**config.mk**
```make
export PLATFORM = sky130hd
export DESIGN_NAME = stage2_post_adder_flat
export DESIGN_NICKNAME = d
export VERILOG_FILES = /design/src/rtl/stage2_post_adder_if.sv /design/src/rtl/stage2_post_adder.sv /design/src/flat_wrapper.sv
export SDC_FILE = /design/constraint.sdc
export NUM_CORES = 1
export LEC_CHECK = 0
export CORE_MARGIN = 10
export CORE_UTILIZATION = 30
export CTS_CLUSTER_DIAMETER = 50
export DETAILED_ROUTE_END_ITERATION = 16
export SYNTH_ARGS = -nofsm -noshare
export SYNTH_HDL_FRONTEND = slang
export SYNTH_SLANG_ARGS = --single-unit
```
**constraint.sdc**
```tcl
create_clock -name clk -period 18.2 [get_ports clk]
set_input_delay 2.73 -clock clk [delete_from_list [all_inputs] [get_ports clk]]
set_output_delay 2.73 -clock clk [all_outputs]
set_load 0.05 [all_outputs]
```
**src/rtl/stage2_post_adder_if.sv**
```systemverilog
// rtl/stage2_post_adder_if.sv - operand/result bundle for the M/P post-adder stage
// Optional PATTERNDETECT signal exists only when PATTERN_DETECT_EN is defined.
interface stage2_post_adder_if;
  logic        CEM;
  logic        CECARRYIN;
  logic        CEOPMODE;
  logic        CEP;
  logic [7:0]  OPMODE;
  logic        CARRYIN;
  logic [35:0] out_Multiplier;
  logic [47:0] concatenated;
  logic [47:0] outC;
  logic [47:0] PCIN;
  logic        in_valid;
  logic [35:0] M;
  logic [47:0] P;
  logic [47:0] PCOUT;
  logic        CARRYOUT;
  logic        CARRYOUTF;
  logic        out_valid;
`ifdef PATTERN_DETECT_EN
  logic        PATTERNDETECT;
`endif

  modport master (
    output CEM, CECARRYIN, CEOPMODE, CEP, OPMODE, CARRYIN,
    output out_Multiplier, concatenated, outC, PCIN, in_valid,
`ifdef PATTERN_DETECT_EN
    input  PATTERNDETECT,
`endif
    input  M, P, PCOUT, CARRYOUT, CARRYOUTF, out_valid
  );

  modport slave (
    input  CEM, CECARRYIN, CEOPMODE, CEP, OPMODE, CARRYIN,
    input  out_Multiplier, concatenated, outC, PCIN, in_valid,
`ifdef PATTERN_DETECT_EN
    output PATTERNDETECT,
`endif
    output M, P, PCOUT, CARRYOUT, CARRYOUTF, out_valid
  );
endinterface

```
**src/rtl/stage2_post_adder.sv**
```systemverilog
// rtl/stage2_post_adder.sv - DSP48A1 M-stage registers, X/Z muxes, 48-bit post-add/sub and P register
// Optional pattern detector on the post-adder result is enabled by defining PATTERN_DETECT_EN.
module stage2_post_adder #(
  parameter bit MREG       = 1'b1,
  parameter bit CARRYINREG = 1'b1,
  parameter bit OPMODEREG  = 1'b1,
  parameter bit PREG       = 1'b1,
`ifdef PATTERN_DETECT_EN
  parameter logic [47:0] PATTERN = 48'h0,
  parameter logic [47:0] MASK    = 48'h0,
`endif
  parameter     CARRYINSEL = "OPMODE5"
) (
  input  logic                    clk,
  input  logic                    RST_N,
  stage2_post_adder_if.slave      bus
);

  // Anything other than "CARRYIN" falls back to OPMODE[5].
  localparam bit CIN_EXT = (CARRYINSEL == "CARRYIN");

  logic [35:0] m_q;
  logic        cin_q;
  logic [4:0]  op_q;
  logic        vm_q;
  logic [47:0] p_q;
  logic        co_q;
  logic        vp_q;

  logic        cin_raw;
  logic [4:0]  op_raw;
  logic [35:0] m_s;
  logic        cin_s;
  logic [4:0]  op_s;
  logic        vm_s;
  logic [47:0] p_fb;
  logic [47:0] x_op;
  logic [47:0] z_op;
  logic [48:0] addend;
  logic [48:0] r;
  logic        unused_opmode;

  assign unused_opmode = ^{bus.OPMODE[6], bus.OPMODE[4]};

  // op_raw packs {OPMODE[7], OPMODE[3:0]}; OPMODE[5] travels through the carry-in register.
  assign cin_raw = CIN_EXT ? bus.CARRYIN : bus.OPMODE[5];
  assign op_raw  = {bus.OPMODE[7], bus.OPMODE[3:0]};

  assign m_s   = MREG       ? m_q   : bus.out_Multiplier;
  assign cin_s = CARRYINREG ? cin_q : cin_raw;
  assign op_s  = OPMODEREG  ? op_q  : op_raw;
  assign vm_s  = MREG       ? vm_q  : bus.in_valid;

  // Without a P register, feedback would be a combinational loop, so it reads as zero.
  assign p_fb = PREG ? p_q : 48'h0;

  always_comb begin
    x_op = 48'h0;
    case (op_s[1:0])
      2'd0: x_op = 48'h0;
      2'd1: x_op = {12'h0, m_s};
      2'd2: x_op = p_fb;
      2'd3: x_op = bus.concatenated;
    endcase
  end

  always_comb begin
    z_op = 48'h0;
    case (op_s[3:2])
      2'd0: z_op = 48'h0;
      2'd1: z_op = bus.PCIN;
      2'd2: z_op = p_fb;
      2'd3: z_op = bus.outC;
    endcase
  end

  assign addend = {1'b0, x_op} + {48'h0, cin_s};
  assign r      = op_s[4] ? ({1'b0, z_op} - addend) : ({1'b0, z_op} + addend);

`ifdef PATTERN_DETECT_EN
  logic pd_c;
  logic pd_q;
  assign pd_c = (((r[47:0] ^ PATTERN) & ~MASK) == 48'h0);
`endif

  always_ff @(posedge clk or negedge RST_N) begin
    if (!RST_N) begin
      m_q   <= '0;
      vm_q  <= 1'b0;
      cin_q <= 1'b0;
      op_q  <= '0;
      p_q   <= '0;
      co_q  <= 1'b0;
      vp_q  <= 1'b0;
`ifdef PATTERN_DETECT_EN
      pd_q  <= 1'b0;
`endif
    end else begin
      if (bus.CEM) begin
        m_q  <= bus.out_Multiplier;
        vm_q <= bus.in_valid;
      end
      if (bus.CECARRYIN) cin_q <= cin_raw;
      if (bus.CEOPMODE)  op_q  <= op_raw;
      if (bus.CEP) begin
        p_q  <= r[47:0];
        co_q <= r[48];
        vp_q <= vm_s;
`ifdef PATTERN_DETECT_EN
        pd_q <= pd_c;
`endif
      end
    end
  end

  // Bypassed stages are combinational, so outputs are forced low during reset as well.
  assign bus.M         = RST_N ? m_s : '0;
  assign bus.P         = RST_N ? (PREG ? p_q  : r[47:0]) : '0;
  assign bus.CARRYOUT  = RST_N ? (PREG ? co_q : r[48])   : 1'b0;
  assign bus.out_valid = RST_N ? (PREG ? vp_q : vm_s)    : 1'b0;
  assign bus.PCOUT     = bus.P;
  assign bus.CARRYOUTF = bus.CARRYOUT;
`ifdef PATTERN_DETECT_EN
  assign bus.PATTERNDETECT = RST_N ? (PREG ? pd_q : pd_c) : 1'b0;
`endif

endmodule

```
**src/flat_wrapper.sv**
```systemverilog
// flat-port wrapper written by rule: the top's interface ports become plain ports
module stage2_post_adder_flat 
#(
  parameter bit MREG       = 1'b1,
  parameter bit CARRYINREG = 1'b1,
  parameter bit OPMODEREG  = 1'b1,
  parameter bit PREG       = 1'b1,

  parameter     CARRYINSEL = "       "
)
  (clk, RST_N, bus_CEM, bus_CECARRYIN, bus_CEOPMODE, bus_CEP, bus_OPMODE, bus_CARRYIN, bus_out_Multiplier, bus_concatenated, bus_outC, bus_PCIN, bus_in_valid, bus_M, bus_P, bus_PCOUT, bus_CARRYOUT, bus_CARRYOUTF, bus_out_valid);
  stage2_post_adder_if bus_i ();
  input  logic clk;
  input  logic RST_N;
  input wire logic [$bits(bus_i.CEM)-1:0] bus_CEM;
  input wire logic [$bits(bus_i.CECARRYIN)-1:0] bus_CECARRYIN;
  input wire logic [$bits(bus_i.CEOPMODE)-1:0] bus_CEOPMODE;
  input wire logic [$bits(bus_i.CEP)-1:0] bus_CEP;
  input wire logic [$bits(bus_i.OPMODE)-1:0] bus_OPMODE;
  input wire logic [$bits(bus_i.CARRYIN)-1:0] bus_CARRYIN;
  input wire logic [$bits(bus_i.out_Multiplier)-1:0] bus_out_Multiplier;
  input wire logic [$bits(bus_i.concatenated)-1:0] bus_concatenated;
  input wire logic [$bits(bus_i.outC)-1:0] bus_outC;
  input wire logic [$bits(bus_i.PCIN)-1:0] bus_PCIN;
  input wire logic [$bits(bus_i.in_valid)-1:0] bus_in_valid;
  output wire logic [$bits(bus_i.M)-1:0] bus_M;
  output wire logic [$bits(bus_i.P)-1:0] bus_P;
  output wire logic [$bits(bus_i.PCOUT)-1:0] bus_PCOUT;
  output wire logic [$bits(bus_i.CARRYOUT)-1:0] bus_CARRYOUT;
  output wire logic [$bits(bus_i.CARRYOUTF)-1:0] bus_CARRYOUTF;
  output wire logic [$bits(bus_i.out_valid)-1:0] bus_out_valid;
  assign bus_i.CEM = bus_CEM;
  assign bus_i.CECARRYIN = bus_CECARRYIN;
  assign bus_i.CEOPMODE = bus_CEOPMODE;
  assign bus_i.CEP = bus_CEP;
  assign bus_i.OPMODE = bus_OPMODE;
  assign bus_i.CARRYIN = bus_CARRYIN;
  assign bus_i.out_Multiplier = bus_out_Multiplier;
  assign bus_i.concatenated = bus_concatenated;
  assign bus_i.outC = bus_outC;
  assign bus_i.PCIN = bus_PCIN;
  assign bus_i.in_valid = bus_in_valid;
  assign bus_M = bus_i.M;
  assign bus_P = bus_i.P;
  assign bus_PCOUT = bus_i.PCOUT;
  assign bus_CARRYOUT = bus_i.CARRYOUT;
  assign bus_CARRYOUTF = bus_i.CARRYOUTF;
  assign bus_out_valid = bus_i.out_valid;
  stage2_post_adder #(.MREG(MREG), .CARRYINREG(CARRYINREG), .OPMODEREG(OPMODEREG), .PREG(PREG), .CARRYINSEL(CARRYINSEL)) u_core (.clk(clk), .RST_N(RST_N), .bus(bus_i));
endmodule
```
# Word-level counts from Yosys, hierarchy flattened
# Index checks and enable logic that the tools add are counted.
[totals] ramBits=0 input_bits=196 reg_bits=93 mem_count=0 rom_bits=0 latch_bits=0
[op_classes] n_div=0 muxes=7 n_reduce_logical=2 n_bitwise=0 n_shift=0 n_mul=0 n_eq_ne=6 order_cmp=0 n_addsub=3
[ops] op="one-hot mux 48 bit (4 select lines)" count=2
[ops] op="adder 48 x 1 -> 49 bit" count=1
[ops] op="adder 48 x 49 -> 49 bit" count=1
[ops] op="2-to-1 mux 49 bit" count=1
[ops] op="subtractor 48 x 49 -> 49 bit" count=1
[ops] op="2-to-1 mux 48 bit" count=1
[ops] op="2-to-1 mux 36 bit" count=1
[ops] op="equality test 2 bit, second input constant" count=4
[ops] op="equality test 2 x 1 -> 1 bit, second input constant" count=2
[ops] op="zero test 2 bit" count=2
[ops] op="2-to-1 mux 1 bit" count=2

# Longest topological paths before layout
# Gate-level depths: netlist of the first run.
[depth] word_depth=5 ltp_mapped=34 mapped_depth_nobuf=29

# Worst setup path before layout of the first run
# No wires, ideal clock.
[synth_path] path_kind="input to register" start="input port bus_concatenated[0]" end="register u_core.p_q[42] (netlist: u_core.p_fb[42])" t_required_ps=18063 setup_ps=137 t_arrival_ps=8098 path_slack_ps=9965 cell_stages=29 cell_sequence="mux2i_1 o21ai_0 ha_1 ha_1 o21a_1 o21a_1 nand4_2 nor4_4 buf_6 nand3_1 a211oi_2 nand4_2 nor3_1 nand2_1 mux2i_1 o22ai_1 xnor2_1 ha_1 nor2_1 or3_1 a211oi_1 o311ai_0 a21oi_1 o31ai_1 o21a_1 or3b_2 a21oi_1 xnor2_1 a21oi_1"
[synth_via] elab_chain_cells=4 word_cells_on_any_way=5
[synth_rtl] element="start: declaration" line_no="flat_wrapper.sv:22" text="input wire logic [$bits(bus_i.concatenated)-1:0] bus_concatenated;"
[synth_rtl] element="one-hot mux 48 bit (4 select lines) (*)" line_no="stage2_post_adder.sv:59" text="case (op_s[1:0])"
[synth_rtl] element="adder 48 x 1 -> 49 bit (*)" line_no="stage2_post_adder.sv:77" text="assign addend = {1'b0, x_op} + {48'h0, cin_s};"
[synth_rtl] element="adder 48 x 49 -> 49 bit / subtractor 48 x 49 -> 49 bit (equally long branches)" line_no="stage2_post_adder.sv:78" text="assign r = op_s[4] ? ({1'b0, z_op} - addend) : ({1'b0, z_op} + addend);"
[synth_rtl] element="2-to-1 mux 49 bit (*)" line_no="stage2_post_adder.sv:78"
[synth_rtl] element="end signal: assignment" line_no="stage2_post_adder.sv:106" text="p_q <= r[47:0];"
[synth_rtl] element="end: declaration" line_no="stage2_post_adder.sv:26" text="logic [47:0] p_q;"
# Mark *: on every way between the ends. The rest lies on a longest branch, timed or not.
# A chain may end at the register's enable or synchronous reset.

# Worst setup path after layout of the first run
# Ends and elaborated chain as after synthesis.

==> results of run 1 <==
-- per-layer routing --
metal | share of wire | wire [um]
met3 | 0.042 | 1872
met2 | 0.52 | 23030
met4 | 0.013 | 567
met1 | 0.42 | 18790
met5 | 0 | 0
-- power groups by stage --
stage | clock network [W] | registers, W | logic [W]
2_1_floorplan | 0 | 0.000322 | 0.00104
3_3_place_gp | 0 | 0.000373 | 0.00134
3_5_place_dp | 0 | 0.000375 | 0.00135
4_1_cts | 0.000215 | 0.000371 | 0.00136
5_1_grt | 0.000223 | 0.000380 | 0.00147
6_report | 0.000209 | 0.000369 | 0.00135
-- cells in the mapped netlist (all sizes together), types with 4 or more instances --
library cell	instances	area share
nor3b	4	0.0026
o31ai	7	0.0050
o211ai	4	0.0026
inv	23	0.0075
buf	79	0.051
nand4	28	0.017
dfrtp	93	0.20
nor2	81	0.027
clkbuf	44	0.014
a41oi	6	0.0046
a31o	5	0.0038
and2	99	0.054
o2bb2ai	8	0.0099
a22oi	18	0.012
nor4	10	0.0079
nor2b	16	0.0090
a21o	27	0.018
nand2b	11	0.0060
a22o	56	0.043
o22ai	4	0.0022
o21ai	38	0.017
ha	51	0.056
nand3	24	0.011
or3	7	0.0038
mux2i	28	0.024
nor3	22	0.011
a211oi	10	0.0070
and4	9	0.0069
mux2	153	0.15
nand2	60	0.020
and3	19	0.010
or2	6	0.0033
xnor2	69	0.053
a31oi	14	0.0082
xor2	51	0.039
o21a	11	0.0072
a21oi	78	0.034
o21bai	8	0.0052
-- stage by stage --
stage	worst slack, ns	power, W	area, um^2	std cells	hold WS, ns
global route	7.443	0.002070	15030	2066	0.5303
detailed placement	7.734	0.001722	14730	2048	0.4944
CTS	8.111	0.001943	15030	2064	0.5226
finish	8.018	0.001932	15030	2066	0.5152
global placement	7.761	0.001712	14730	2048	0.4854
floorplan	9.965	0.001367	11450	1320	0.4728
-- state kept, by name (all words and copies together) (netlist names) --
signal        cells
u_core.cin_q      1
u_core.co_q       1
u_core.m_q       36
u_core.op_q       5
u_core.p_fb      48
u_core.vm_q       1
u_core.vp_q       1
-- cells by family (layout without fill, tap and decap cells) --
logic type / after synthesis / after routing
and+or+nand+nor: 412 / 412
AOI/OAI and AO/OA: 316 / 316
muxes: 181 / 181
buffers and inverters: 146 / 379
xor gates and xnor gates: 120 / 120
DFF: 93 / 93
adders and majority gates: 52 / 52
other: 0 / 2
-- worst max-delay path, stage by stage --
cell	delay [ns]
sky130_fd_sc_hd__clkdlybuf4s50_1	0.46
sky130_fd_sc_hd__mux2i_1	0.09
sky130_fd_sc_hd__o21ai_0	0.20
sky130_fd_sc_hd__ha_1	0.20
sky130_fd_sc_hd__o21a_1	0.12
sky130_fd_sc_hd__o21ai_1	0.09
sky130_fd_sc_hd__or3_1	0.49
sky130_fd_sc_hd__nor4_1	0.46
sky130_fd_sc_hd__xor2_1	0.27
sky130_fd_sc_hd__nor4b_4	0.44
sky130_fd_sc_hd__nand4_2	0.20
sky130_fd_sc_hd__nor3_1	0.60
sky130_fd_sc_hd__nand2_1	0.20
sky130_fd_sc_hd__mux2i_1	0.16
sky130_fd_sc_hd__o22ai_1	0.22
sky130_fd_sc_hd__xnor2_1	0.10
sky130_fd_sc_hd__ha_1	0.38
sky130_fd_sc_hd__nor2_1	0.09
sky130_fd_sc_hd__or3_1	0.39
sky130_fd_sc_hd__a211oi_1	0.59
sky130_fd_sc_hd__o311ai_0	0.31
sky130_fd_sc_hd__a21oi_1	0.32
sky130_fd_sc_hd__o31ai_1	0.19
sky130_fd_sc_hd__o21a_1	0.26
sky130_fd_sc_hd__or3b_2	0.48
sky130_fd_sc_hd__a21oi_1	0.17
sky130_fd_sc_hd__xnor2_1	0.13
sky130_fd_sc_hd__a21oi_1	0.08
-- final timing paths --
| kind | cells after the start | endpoint |
|---|---|---|
| worst max-delay path | 28 | u_core.p_fb[42] |
| worst min-delay path | 1 | u_core.vp_q |
| worst max register to register | 29 | u_core.p_fb[42] |
| worst min register to register | 1 | u_core.vp_q |
| max in group asynchronous | 2 | u_core.op_q[0] |
| min in group asynchronous | 1 | u_core.m_q[3] |
-- layout make-up --
type	count	area [um^2]
Tap cell	511	639.4
Multi-Input combinational cell	1081	8303
Clock buffer	9	225.2
Timing Repair Buffer	340	3367
Inverter	23	86.33
Antenna cell	2	5.005
Clock inverter	7	75.07
Fill cell	3865	22630
Sequential cell	93	2332
==> metrics.yaml, run 1 <==
pwr:
  power_leakage_nw: 6.001
  power_per_cell_area_nw_per_um2: 128.5
  internal-power_w: 0.0009504
  combinationalPowerShare: 0.701
  power.share.clock: 0.108
  switchingPower_w: 0.0009818
  peakVddDrop_v: 0.00007120
  switching_share_of_total_power: 0.5081
  share_seq_of_total_power: 0.191
floorplanning:
  initial_core_util: 0.3040
  placement_rows: 71
  dieWidth_um: 215.4
  chipHeight_um: 215.4
  floorplan.io_pins: 331
  die_area_um2: 46380
  coreArea_um2: 37670
clocking:
  numCtsBuffers: 9
  tritoncts_num_sinks: 93
  cts_tree: "done"
  cts-htree-levels: 3
  clk_root_buffer_cell: "sky130_fd_sc_hd__clkbuf_16"
  post_cts_repair_timing_setup_buffer_count: 0
  cts_hold_repair.buffers: 0
  worst_skew_pair.late_latency_ns: 0.38
  path_clk_slew_ns: 0.08
  post_cts_resized: 0
  cts.path.max_buffers: 2
yosys:
  synth_enable_flop_cells: 0
  yosysUniqueCellTypes: 83
  ys_async_sr_fraction: 1.000
  syn_area_um2: 11450
  synth_compound_gate_area_share: 0.1969
  yosys_warnings: 0
  synth_mux_area_frac: 0.1750
  synth_top_family_by_area: "simple AND/OR/NAND/NOR gates"
  ys_seq_elements: 93
  syn_area_per_cell_um2: 8.674
  synth_xor_area_frac: 0.09179
  synth.yosys.seq_area_share: 0.2033
  netlist_instances: 1320
  synth_simple_gate_area_frac: 0.2029
  synth_top_flop_cell: "sky130_fd_sc_hd__dfrtp_1"
  mappedNetlistNets: 1568
  synth_adder_area_share: 0.05748
global_routing:
  initial_antenna_violation_count: 2
  global_route.usage.met2: 0.3332
  global_route_usage_sum: 0.1829
  grt_first_pass_wirelength_um: 66540
  grt_most_used_layer: "met2"
  met1_track_usage_gr: 0.2191
  globalRoute.totalOverflow: 0
  first_global_vias: 10770
  grt_max_degree: 62
  groute.layer.met3.usage: 0.03090
hold_path:
  min-delay-path-class: "flip-flop to flip-flop"
  hp-start: "u_core.vm_q"
cells_and_area:
  share_of_cells_above_drive_strength_1: 0.1397
  post-route-util: 0.3991
  nNetsFinal: 1796
  mostFrequentLayoutCells: "325 x sky130_fd_sc_hd__clkdlybuf4s50_1, 150 x sky130_fd_sc_hd__mux2_2, 98 x sky130_fd_sc_hd__and2_1"
  area_growth_syn_to_layout_pct: 31.30
  layout.cells.most_common: "sky130_fd_sc_hd__clkdlybuf4s50_1"
sta:
  timing.fmax_ghz: 0.09821
  fin_tns_setup_ns: 0
  worstMarginPinSlew_ns: 0.8099
  finalCritPeriodShare: 0.5595
  worst_clock_skew_ns: 0.01669
  final-setup-viol-count: 0
  worst_slew_margin_rel: 0.4600
  setup_repair_after_global_routing_missed_its_margin: "false"
  final.min_clock_period_ns: 10.18
  final_max_slew_viol_count: 0
  final_report_hold_violation_count: 0
critical_path:
  required_ns: 18.42
  path_class: "primary input to flip-flop"
  category_of_the_worst_setup_path_launch_point: "primary input"
  timing.critical_path.from: "bus_concatenated[0]"
  path_max_fanout: 5
  r2r_slack_ns: 9.31
  end_kind: "flip-flop"
  crit-reg2reg-launch: "u_core.op_q[1]"
  cp_data_arrival_time_ns: 10.41
flow_run:
  max_cap_viol_count: 0
run_status:
  status: "finished clean"
placement:
  numPortBuffers: 327
  routability_congestion_estimate: 0.9081
  place.detailed.hpwl_um: 34960
drt:
  route.antenna.remaining_nets: 0
  wl_per_cell_um: 21.42
  detailedRoute.firstIterationViolations: 719
  number_of_remaining_drc_errors: 0
  viasPerCell: 5.232
  routed_wirelength_um: 44260
  via_count: 10810
  drt_first_pass_iters: 5
Power figures use the tool's default switching activity.
==> run 2: changes to the inputs <==
==> constraint.sdc (replaced) <==
create_clock -name clk -period 8.95 [get_ports clk]
set_input_delay 1.3425 -clock clk [delete_from_list [all_inputs] [get_ports clk]]
set_output_delay 1.3425 -clock clk [all_outputs]
set_load 0.05 [all_outputs]
==> metrics.yaml, run 2 (synthesized netlist as in run 1, its figures left out) <==
cells_and_area:
  layout.cells.most_common: "sky130_fd_sc_hd__clkdlybuf4s50_1"
  share_of_cells_above_drive_strength_1: 0.1447
  mostFrequentLayoutCells: "325 x sky130_fd_sc_hd__clkdlybuf4s50_1, 150 x sky130_fd_sc_hd__mux2_2, 98 x sky130_fd_sc_hd__and2_1"
  nNetsFinal: 1805
  layout.filler_cells: 3803
  area_growth_syn_to_layout_pct: 31.78
  max_ffs_per_register: 48
clocking:
  numCtsBuffers: 9
  clk_root_buffer_cell: "sky130_fd_sc_hd__clkbuf_16"
  post_cts_repair_timing_setup_buffer_count: 0
  cts_hold_repair.buffers: 0
  cts-htree-levels: 3
  post_cts_resized: 0
  path_clk_slew_ns: 0.08
  worst_skew_pair.late_latency_ns: 0.38
  cts_tree: "done"
  cts.path.max_buffers: 2
  tritoncts_num_sinks: 93
pwr:
  power_per_cell_area_nw_per_um2: 260.2
  report.power.total_w: 0.003926
  power_leakage_nw: 6.043
  peakVddDrop_v: 0.0001079
floorplanning:
  floorplan.io_pins: 331
  placement_rows: 71
  chipHeight_um: 215.4
  initial_core_util: 0.3040
  dieWidth_um: 215.4
  die_area_um2: 46380
  coreArea_um2: 37670
drt:
  via_count: 10830
  number_of_remaining_drc_errors: 0
  detailedRoute.firstIterationViolations: 683
  wl_per_cell_um: 21.32
  drt_first_pass_iters: 5
  viasPerCell: 5.223
  routed_wirelength_um: 44210
  route.antenna.remaining_nets: 0
sta:
  setup_repair_after_global_routing_missed_its_margin: "false"
  final_max_slew_viol_count: 0
  timing.fmax_ghz: 0.1212
  worstMarginPinSlew_ns: 0.7862
  worst_slew_margin_rel: 0.4753
  final.min_clock_period_ns: 8.248
  final_report_hold_violation_count: 0
  worst_clock_skew_ns: 0.01281
  finalCritPeriodShare: 0.9216
  final-setup-viol-count: 0
  fin_tns_setup_ns: 0
global_routing:
  first_global_vias: 10940
  initial_antenna_violation_count: 1
  grt_max_degree: 74
  grt_first_pass_wirelength_um: 67350
  globalRoute.totalOverflow: 0
  global_route_usage_sum: 0.1848
critical_path:
  critical_path.slowest_cell: "sky130_fd_sc_hd__a211oi_1"
  path_class: "primary input to flip-flop"
  cp_data_arrival_time_ns: 8.47
  path_max_fanout: 5
  required_ns: 9.17
  critical-path-max-stage-delay_ns: 0.54
  category_of_the_worst_setup_path_launch_point: "primary input"
  r2r_slack_ns: 0.91
  end_kind: "flip-flop"
placement:
  routability_congestion_estimate: 0.9146
  place.detailed.hpwl_um: 35450
  numPortBuffers: 327
run_status:
  status: "finished clean"
flow_run:
  max_cap_viol_count: 0
hold_path:
  min-delay-path-class: "flip-flop to flip-flop"
[run 2: area by class of cell]
class	instances	area [um^2]	share of cell area
clock inverter	7	65.06	0.004312
multi-input combinational	1081	8303	0.5503
clock buffer	9	225.2	0.01493
tap	511	639.4	0.04238
timing repair buffer	349	3435	0.2276
sequential	93	2332	0.1546
inverter	23	86.33	0.005722
antenna	1	2.502	0.0001659
[run 2: per-layer routing]
layer	vias to the layer above	GRT usage	wire [um]
met4	0	0.04130	641
met2	272	0.3327	22800
li1	5295	-	-
met1	5234	0.2255	18940
met3	31	0.02879	1833
met5	-	0	0
[run 2: worst paths after layout]
path                              endpoint  cells past startpoint           startpoint
max                        u_core.p_fb[42]                     31  bus_concatenated[0]
min                            u_core.vp_q                      1          u_core.vm_q
max reg2reg                u_core.p_fb[42]                     31       u_core.op_q[1]
min reg2reg                    u_core.vp_q                      1          u_core.vm_q
max in group asynchronous   u_core.op_q[0]                      2                RST_N
min in group asynchronous   u_core.m_q[14]                      1                RST_N
[run 2: report_power, final]
group / internal (W) / leakage (nW) / switching [W] / total [W]
Clock: 0.000197 / 0.146 / 0.000210 / 0.000408
Sequential: 0.000559 / 1.08 / 0.000186 / 0.000745
Combinational: 0.00118 / 4.81 / 0.00159 / 0.00277
Total: 0.00194 / 6.04 / 0.00199 / 0.00393
[run 2: metrics by stage]
stage               utilization  worst slack [ns]  std cells  cell area, um^2  hold WS [ns]
global placement         0.3928            0.5161       2057            14800        0.4893
detailed placement       0.3928            0.4822       2057            14800        0.4964
global route             0.4006            0.1954       2074            15090        0.5363
finish                   0.4006            0.7018       2074            15090        0.5023
CTS                      0.4005            0.8305       2073            15090        0.5054
floorplan                     -             2.102       1320            11450        0.4728
[run 2: critical path: cells and delay by family]
family,cells,cell delay (ns)
xor gates and xnor gates,3,0.46
adders and majority gates,2,0.58
AOI/OAI and AO/OA,11,2.17
buffers and inverters,4,0.97
and+or+nand+nor,9,2.74
muxes,2,0.19
==> run 3: changes to the inputs <==
--- a/config.mk
+++ b/config.mk
@@ -9,6 +9,7 @@
 export CORE_UTILIZATION = 30
 export CTS_CLUSTER_DIAMETER = 50
 export DETAILED_ROUTE_END_ITERATION = 16
+export DONT_BUFFER_PORTS = 1
 export SYNTH_ARGS = -nofsm -noshare
 export SYNTH_HDL_FRONTEND = slang
 export SYNTH_SLANG_ARGS = --single-unit
==> metrics.yaml, run 3 (synthesized netlist as in run 1, its figures left out) <==
cells_and_area:
  final_cell_count_no_fill: 1743
  max_ffs_per_register: 48
  layout.filler_cells: 3959
  nNetsFinal: 1471
  mostFrequentLayoutCells: "150 x sky130_fd_sc_hd__mux2_2, 98 x sky130_fd_sc_hd__and2_1, 89 x sky130_fd_sc_hd__dfrtp_1"
  share_of_cells_above_drive_strength_1: 0.1767
  postLayoutCellArea_um2: 11770
  post-route-util: 0.3126
  area_growth_syn_to_layout_pct: 2.830
  layout.cells.most_common: "sky130_fd_sc_hd__mux2_2"
pwr:
  power_leakage_nw: 4.764
  share_seq_of_total_power: 0.211
  switching_share_of_total_power: 0.5412
  power.share.clock: 0.117
  internal-power_w: 0.001638
  combinationalPowerShare: 0.672
  switchingPower_w: 0.001931
  peakVddDrop_v: 0.0001099
  power_per_cell_area_nw_per_um2: 303.1
sta:
  finalCritPeriodShare: 0.8963
  setup_repair_after_global_routing_missed_its_margin: "false"
  final-setup-viol-count: 0
  worst_slew_margin_rel: 0.2604
  final_max_slew_viol_count: 0
  final_report_hold_violation_count: 0
  worst_clock_skew_ns: 0.01438
  timing.fmax_ghz: 0.1247
  fin_tns_setup_ns: 0
  final.min_clock_period_ns: 8.022
  worstMarginPinSlew_ns: 1.117
critical_path:
  cpMostUsedCell: "sky130_fd_sc_hd__a21oi_1"
  worst_reg2reg_path_length_in_cells: 28
  required_ns: 9.22
  critical-path-max-stage-delay_ns: 0.57
  path_class: "primary input to flip-flop"
  crit-reg2reg-capture: "u_core.p_fb[42]"
  category_of_the_worst_setup_path_launch_point: "primary input"
  critical_path.slowest_cell: "sky130_fd_sc_hd__a211oi_1"
  worst-path-buf-inv: 1
  timing.critical_path.max_delay_family: "simple AND/OR/NAND/NOR gates"
  path_max_fanout: 5
  cp_data_arrival_time_ns: 8.29
  crit-reg2reg-launch: "u_core.op_q[0]"
  end_kind: "flip-flop"
  r2r_slack_ns: 0.94
placement:
  routability_congestion_estimate: 0.9072
  place_area_um2: 11470
  place.detailed.hpwl_um: 32330
  place_inst: 1723
  numPortBuffers: 0
clocking:
  cts_hold_repair.buffers: 0
  post_cts_repair_timing_setup_buffer_count: 0
  tritoncts_num_sinks: 93
  path_clk_slew_ns: 0.08
  worst_skew_pair.late_latency_ns: 0.38
  post_cts_resized: 0
  clk_root_buffer_cell: "sky130_fd_sc_hd__clkbuf_16"
  cts.path.max_buffers: 2
  cts_tree: "done"
  numCtsBuffers: 9
  cts-htree-levels: 3
drt:
  detailedRoute.firstIterationViolations: 660
  route.antenna.remaining_nets: 0
  routed_wirelength_um: 41590
  number_of_remaining_drc_errors: 0
  route.met3.wl_um: 2040
  routed_met2_length_um: 21330
  via_count: 9686
  wl_met1_um: 17320
  wl_per_cell_um: 23.86
  drt_first_pass_iters: 5
  viasPerCell: 5.557
  highest-signal-layer: "met5"
global_routing:
  globalRoute.totalOverflow: 0
  global_route_usage_sum: 0.1718
  initial_antenna_violation_count: 7
  grt_first_pass_wirelength_um: 61260
  first_global_vias: 9554
  grt_max_degree: 180
hold_path:
  hold_end: "u_core.vp_q"
  min-delay-path-class: "flip-flop to flip-flop"
  worst_hold_path.num_cells: 1
  hp-start: "u_core.vm_q"
floorplanning:
  coreArea_um2: 37670
  chipHeight_um: 215.4
  die_area_um2: 46380
  initial_core_util: 0.3040
  floorplan.io_pins: 331
  placement_rows: 71
  dieWidth_um: 215.4
run_status:
  status: "finished clean"
flow_run:
  max_cap_viol_count: 0
[run 3: cell types whose count changed in the layout (fill, tap and decap cells not counted)]
cell,delta
sky130_fd_sc_hd__diode_2,+3
sky130_fd_sc_hd__buf_6,-1
sky130_fd_sc_hd__buf_2,-1
sky130_fd_sc_hd__clkdlybuf4s50_1,-325
sky130_fd_sc_hd__buf_4,-7
[run 3: worst reg2reg max path: cells and delay by family, from the launching register on]
family	cells	cell delay, ns
AO/OA/AOI/OAI	11	2.72
XOR/XNOR	3	0.51
adder cells (fa/ha/maj)	2	0.59
buffers and inverters	2	0.64
flip-flops	1	0.40
multiplexers	1	0.13
AND/OR/NAND/NOR	9	2.91
[run 3: worst max path at each step]
stage	startpoint	endpoint	cells after the start
2_1_floorplan	bus_concatenated[0]	u_core.p_fb[42]	29
3_3_place_gp	bus_concatenated[0]	u_core.co_q	27
3_5_place_dp	bus_concatenated[0]	u_core.co_q	27
4_1_cts	bus_concatenated[0]	u_core.co_q	27
5_1_grt	u_core.op_q[0]	u_core.p_fb[42]	28
6_report	bus_concatenated[0]	u_core.p_fb[42]	28
[run 3: metrics by stage]
step / power (W) / setup slack [ns] / hold WS [ns]
finish: 0.003569 / 0.9280 / 0.5160
CTS: 0.003587 / 1.129 / 0.5192
global route: 0.003825 / 0.5137 / 0.5324
detailed placement: 0.003150 / 0.7736 / 0.5000
global placement: 0.003127 / 0.7782 / 0.4862
floorplan: 0.002780 / 2.102 / 0.4728
[run 3: power groups by stage]
stage / combinational, W / sequential, W / clock (W)
2_1_floorplan: 0.00212 / 0.000655 / 0
3_3_place_gp: 0.00237 / 0.000762 / 0
3_5_place_dp: 0.00238 / 0.000769 / 0
4_1_cts: 0.00240 / 0.000761 / 0.000427
5_1_grt: 0.00261 / 0.000778 / 0.000439
6_report: 0.00240 / 0.000754 / 0.000416
[run 3: layer usage]
layer,vias to the layer above,GRT usage
met2,279,0.3061
met4,4,0.04881
met1,4744,0.2047
li1,4622,-
met3,37,0.03301
met5,-,0
[run 3: final cells by class]
class | instances | area, um^2 | area share
multi-input cells | 1081 | 8303 | 0.7052
flip-flops and latches | 93 | 2332 | 0.1981
well taps | 511 | 639.4 | 0.05430
clock buffers | 9 | 225.2 | 0.01913
repair buffers | 15 | 112.6 | 0.009564
inverters | 23 | 86.33 | 0.007333
clock inverters | 7 | 65.06 | 0.005526
diodes | 4 | 10.01 | 0.0008502
